[config.mk]
export PLATFORM = sky130hd
export DESIGN_NAME = sla_seq_flat
export DESIGN_NICKNAME = d
export VERILOG_FILES = /design/src/rtl/sla_seq_if.sv /design/src/rtl/sla_seq.sv /design/src/flat_wrapper.sv
export SDC_FILE = /design/constraint.sdc
export NUM_CORES = 1
export LEC_CHECK = 0
export ABC_AREA = 1
export CORE_MARGIN = 2
export CORE_UTILIZATION = 38
export DETAILED_ROUTE_END_ITERATION = 7
export GPL_TIMING_DRIVEN = 0
export HOLD_SLACK_MARGIN = 0.03
export PLACE_DENSITY = 0.77
export SLEW_MARGIN = 5
export SYNTH_ARGS = -nofsm -noshare
export SYNTH_HDL_FRONTEND = slang
export SYNTH_SLANG_ARGS = --single-unit
[constraint.sdc]
create_clock -name clk -period 1.05 [get_ports clk]
set_clock_uncertainty 0.05 [all_clocks]
set_input_delay 0.315 -clock clk [delete_from_list [all_inputs] [get_ports clk]]
set_output_delay 0.315 -clock clk [all_outputs]
set_load 0.02 [all_outputs]
[src/rtl/sla_seq_if.sv]
// ---------------------------------------------------------------------------
// sla_seq_if
// Handshake/data bundle between the ALU issue stage and the multi-cycle
// arithmetic-left-shift sequencer.
//
// Signals:
//   start   - request a shift (upstream holds it until busy is low)
//   a       - operand to shift
//   amt     - shift count, 0..WIDTH-1
//   result  - shifted operand, valid with done and held afterwards
//   busy    - operation in progress
//   done    - one-cycle pulse when result becomes valid
//   ovf     - sticky signed-overflow flag of the last operation
//
// Modports:
//   master  - upstream side (drives start/a/amt)
//   slave   - sequencer side (drives result/busy/done/ovf)
// ---------------------------------------------------------------------------
interface sla_seq_if #(
    parameter int WIDTH = 32,
    parameter int CNT_W = 5
) ();

    logic             start;
    logic [WIDTH-1:0] a;
    logic [CNT_W-1:0] amt;
    logic [WIDTH-1:0] result;
    logic             busy;
    logic             done;
    logic             ovf;

    modport master (
        output start, a, amt,
        input  result, busy, done, ovf
    );

    modport slave (
        input  start, a, amt,
        output result, busy, done, ovf
    );

endinterface

[src/rtl/sla_seq.sv]
// ---------------------------------------------------------------------------
// sla_seq
// Multi-cycle arithmetic-left-shift sequencer. Repeats the single-step
// shift-left operation once per clock until the requested amount has been
// applied, then presents the value for one done cycle and holds it until the
// next accepted start.
//
// Ports:
//   clk      - rising-edge clock
//   reset_n  - synchronous, active-low reset
//   bus      - sla_seq_if.slave (start/a/amt in, result/busy/done/ovf out)
//
// Parameters:
//   WIDTH    - data width (default 32)
//   CNT_W    - shift-count width, log2(WIDTH) (default 5)
//
// Optional feature:
//   SLA_SEQ_OVF_EN - when defined, a sticky signed-overflow flag is kept
//                    across the shift steps; otherwise ovf is tied to 0.
// ---------------------------------------------------------------------------
module sla_seq #(
    parameter int WIDTH = 32,
    parameter int CNT_W = 5
) (
    input  logic        clk,
    input  logic        reset_n,
    sla_seq_if.slave    bus
);

    typedef enum logic [1:0] {
        IDLE  = 2'd0,
        SHIFT = 2'd1,
        DONE  = 2'd2
    } state_t;

    state_t           state_q, state_d;
    logic [WIDTH-1:0] acc_q, acc_d;
    logic [CNT_W-1:0] cnt_q, cnt_d;
`ifdef SLA_SEQ_OVF_EN
    logic             ovf_q, ovf_d;
`endif

    // State and datapath registers. Reset clears everything so the result
    // bus reads zero and any operation in flight is abandoned without a done.
    always_ff @(posedge clk) begin
        if (!reset_n) begin
            state_q <= IDLE;
            acc_q   <= '0;
            cnt_q   <= '0;
`ifdef SLA_SEQ_OVF_EN
            ovf_q   <= 1'b0;
`endif
        end else begin
            state_q <= state_d;
            acc_q   <= acc_d;
            cnt_q   <= cnt_d;
`ifdef SLA_SEQ_OVF_EN
            ovf_q   <= ovf_d;
`endif
        end
    end

    // Next-state and datapath update. A start is accepted from both IDLE and
    // DONE, so a request held through the DONE cycle launches the next
    // operation with no idle gap. A zero count skips SHIFT entirely. In SHIFT
    // the count reaching one means this is the last step.
    always_comb begin
        state_d = state_q;
        acc_d   = acc_q;
        cnt_d   = cnt_q;
`ifdef SLA_SEQ_OVF_EN
        ovf_d   = ovf_q;
`endif
        unique case (state_q)
            IDLE, DONE: begin
                if (bus.start) begin
                    acc_d   = bus.a;
                    cnt_d   = bus.amt;
`ifdef SLA_SEQ_OVF_EN
                    ovf_d   = 1'b0;
`endif
                    state_d = (bus.amt != '0) ? SHIFT : DONE;
                end else begin
                    state_d = IDLE;
                end
            end
            SHIFT: begin
                acc_d = {acc_q[WIDTH-2:0], 1'b0};
                cnt_d = cnt_q - CNT_W'(1);
`ifdef SLA_SEQ_OVF_EN
                // A step changes the sign exactly when the two top bits differ.
                ovf_d = ovf_q | (acc_q[WIDTH-1] ^ acc_q[WIDTH-2]);
`endif
                if (cnt_q == CNT_W'(1)) begin
                    state_d = DONE;
                end
            end
            default: begin
                state_d = IDLE;
            end
        endcase
    end

    // Outputs are pure decodes of the registered state, so they are glitch
    // free toward the ALU result mux.
    always_comb begin
        bus.busy   = (state_q == SHIFT);
        bus.done   = (state_q == DONE);
        bus.result = acc_q;
`ifdef SLA_SEQ_OVF_EN
        bus.ovf    = ovf_q;
`else
        bus.ovf    = 1'b0;
`endif
    end

endmodule

[src/flat_wrapper.sv]
// flat-port wrapper written by rule: the top's interface ports become plain ports
module sla_seq_flat 
#(
    parameter int WIDTH = 32,
    parameter int CNT_W = 5
)
  (clk, reset_n, bus_start, bus_a, bus_amt, bus_result, bus_busy, bus_done, bus_ovf);
  sla_seq_if #(.WIDTH(WIDTH), .CNT_W(CNT_W)) bus_i ();
  input  logic clk;
  input  logic reset_n;
  input wire logic [$bits(bus_i.start)-1:0] bus_start;
  input wire logic [$bits(bus_i.a)-1:0] bus_a;
  input wire logic [$bits(bus_i.amt)-1:0] bus_amt;
  output wire logic [$bits(bus_i.result)-1:0] bus_result;
  output wire logic [$bits(bus_i.busy)-1:0] bus_busy;
  output wire logic [$bits(bus_i.done)-1:0] bus_done;
  output wire logic [$bits(bus_i.ovf)-1:0] bus_ovf;
  assign bus_i.start = bus_start;
  assign bus_i.a = bus_a;
  assign bus_i.amt = bus_amt;
  assign bus_result = bus_i.result;
  assign bus_busy = bus_i.busy;
  assign bus_done = bus_i.done;
  assign bus_ovf = bus_i.ovf;
  sla_seq #(.WIDTH(WIDTH), .CNT_W(CNT_W)) u_core (.clk(clk), .reset_n(reset_n), .bus(bus_i));
endmodule
==> impl_metrics.toml <==
[status]
violations = "setup timing"
status = "finished with violations"

[cells_and_area]
multi_input_area_um2 = 1120
seq_area_um2 = 831
finalNonFillerCells = 425
drive_gt1_share_pct = 55.2
diodes = 0
nets = 414
n_fill_cell = 264
syn2layout_area_growth_pct = 96.6
fin_util_pct = 78.8

[cts]
root_buffer = "clkbuf_8"
clock-sinks = 39
cts_hold_buf = 0
h-tree-depth = 2
clkLatencyLatePin_ns = 0.30
cts_tree = "yes"
cts_buffers = 5
clock_path_buffers = 2
path_clk_slew_ns = 0.09

[critical_path]
endpoint = "bus_busy"
r2r_end = "u_core.bus.result[1]$_SDFFE_PN0P_"
ff2ff_path_depth = 8
worst_ep_arrival_time_ns = 1.01
end_kind = "output port"
crit_type = "flip-flop to output port"
cp_max_fo = 3
r2r_slack_ns = -0.32
rr_startpoint = "u_core.state_q[1]$_SDFFE_PN0P_"
startpoint = "u_core.state_q[0]$_SDFFE_PN0P_"
required_ns = 0.68
startpoint_type = "flip-flop"

[sta]
layout_min_cycle_time_ns = 1.38
hold_viol_final = 0
setup_viol = 72
max_freq_mhz = 725
rsz0062_at_grt = "true"
fin_ws_ns = -0.329
slew_violations = 0
holdWs_ns = 0.328
period_share_pct = 131

[grt]
grt_overflow_total = 0
antenna_found_initial = 0
grt_pass1_vias = 2119
grt_pass1_wl_um = 9520
grt_max_degree = 13
grt_use_total_pct = 22.8

[synthesis]
synth_cells = 245
synth.area.top_cells = "dfxtp_1, o21ai_0, nand2_1"
synth_edf_count = 0
yosys.area_share.xor_xnor_pct = 0.492
synth_warnings = 0
avgSynthCellArea_um2 = 7.27
ys_seq_elements = 39
yosysUniqueCellTypes = 22
syn_nets = 287
seq_area_frac_synth_pct = 43.8
synth_fa_ha_area_share_pct = 1.40
ys_async_sr_fraction_pct = 0
synth_top_family_by_area = "simple AND/OR/NAND/NOR gates"
synthFlopType = "dfxtp_1"
yosys.area_share.simple_pct = 24.9
synth_compound_area_share_pct = 20.8
synth_mux_area_share_pct = 0
yosysTopAreaCell = "dfxtp_1"
syn-cell-area_um2 = 1780
synth.top_cell.area_share_pct = 43.8

[detailed_routing]
vias = 2308
drtIter0Drc = 169
drtPass1Iterations = 4
ant_nets = 0
drc = 0
vias_per_cell = 5.43
wl_per_cell_um = 16.7
wl_um = 7100

[floorplan]
die_area_um2 = 5250
initial_core_util_pct = 40.1
core-area_um2 = 4440
die_y_um = 72.5
ioPinCount = 75
die_w_um = 72.5
rows = 24

[placement]
io_buffers = 73
gp_congestion = 0.843
place_inst = 370
dp_hpwl_um = 3550

[pwr]
p_leak_uw = 0.00150
power.density_nw_per_um2 = 1480
ir_worst_vdd_v = 0.000810

[run]
drv_cap = 0

[hold_path]
hp-class = "primary input to flip-flop"
routing by layer:
layer  global-route usage (%)  wire length (um)  vias to the layer above  share of wire [%]
li1                         -                 -                     1080                  -
met1                     28.1              2790                     1091                 39
met2                     37.7              3610                      117                 51
met3                     6.67               551                       20                7.8
met4                     8.85               153                        0                2.2
met5                        0                 0                        -                  0
where the power goes:
part           switching [uW]  internal [uW]
registers                 161           1700
logic                    1080           1120
clock network             577            539
total                    1820           3370
per-stage QoR:
stage	setup slack (ns)	setup TNS (ns)	cell area, um^2	total power [uW]
final	-0.329	-12.06	3500	5180
after detailed placement	-0.722	-34.09	2590	3210
after global routing	-0.372	-14.30	3500	5410
after global placement	-0.666	-33.28	2590	3190
after CTS	-0.313	-8.58	3140	4720
after floorplan	-0.0126	-0.287	1790	2590
cells by family after synthesis:
family,Yosys count
other,1
AO/OA/AOI/OAI,74
buffers and inverters,28
XOR/XNOR,1
flip-flops,39
adder cells (fa/ha/maj),2
AND/OR/NAND/NOR,100
registers in the layout, indices dropped and copies added, names as in the netlist:
signal / count
u_core.cnt_q: 5
u_core.state_q: 2
u_core.bus.result: 32
Yosys cell counts, types with 2 or more instances:
cell and instances:
nand2_1 40, inv_1 9, nand2_4 2, ha_1 2, nor2_1 21, dfxtp_1 39
a21oi_1 23, nand3_1 7, nor3_1 28, inv_2 2, buf_1 2, o21ai_0 50
buf_4 6, buf_2 5, buf_6 2
critical path, stage by stage, from the launching register on:
cell and delay [ns]:
dfxtp_4 0.37, nand2_4 0.08, inv_4 0.04, buf_6 0.11
buf_6 0.12
layout by cell type (no fill, tap or decap), drive strengths merged:
cell           netlist  routed
buf                 15      94
o21ai               51      51
nand2               43      44
dfxtp               39      39
clkdlybuf4s50        0      34
nor3                29      29
a21oi               23      23
nor2                21      21
clkbuf               2      11
inv                 11      11
nand3                7       7
dlygate4sd2          0       3
ha                   2       2
xor2                 1       1
conb                 1       1
clkinv               0       1
dlymetal6s2s         0       1
final cells by class:
| cell class | count | area share (%) |
|---|---|---|
| sequential | 39 | 23.7 |
| clock inverter | 1 | 0.250 |
| inverter | 11 | 1.39 |
| multi-input combinational | 179 | 31.9 |
| timing repair buffer | 119 | 33.4 |
| tap | 52 | 1.86 |
| buffer | 17 | 5.04 |
| clock buffer | 7 | 2.47 |
worst min path at each step:
stage / startpoint / end / slack (ns) / cells past startpoint
after floorplan: u_core.cnt_q[4]$_SDFFE_PN0P_ / u_core.cnt_q[4]$_SDFFE_PN0P_ / 0.41 / 2
after global placement: u_core.bus.result[15]$_SDFFE_PN0P_ / u_core.bus.result[16]$_SDFFE_PN0P_ / 0.42 / 2
after detailed placement: u_core.bus.result[18]$_SDFFE_PN0P_ / u_core.bus.result[19]$_SDFFE_PN0P_ / 0.42 / 2
after CTS: u_core.bus.result[17]$_SDFFE_PN0P_ / u_core.bus.result[18]$_SDFFE_PN0P_ / 0.43 / 2
after global routing: reset_n / u_core.bus.result[27]$_SDFFE_PN0P_ / 0.32 / 3
final: reset_n / u_core.bus.result[29]$_SDFFE_PN0P_ / 0.33 / 3
what timing repair did:
action,in CTS,in global routing
pin swaps,4,17
endpoints found under the setup margin,73,73
cloned,5,2
gates resized for setup,293,98
buffers inserted,29,11
No activity file was read; power rests on OpenSTA's default activity.
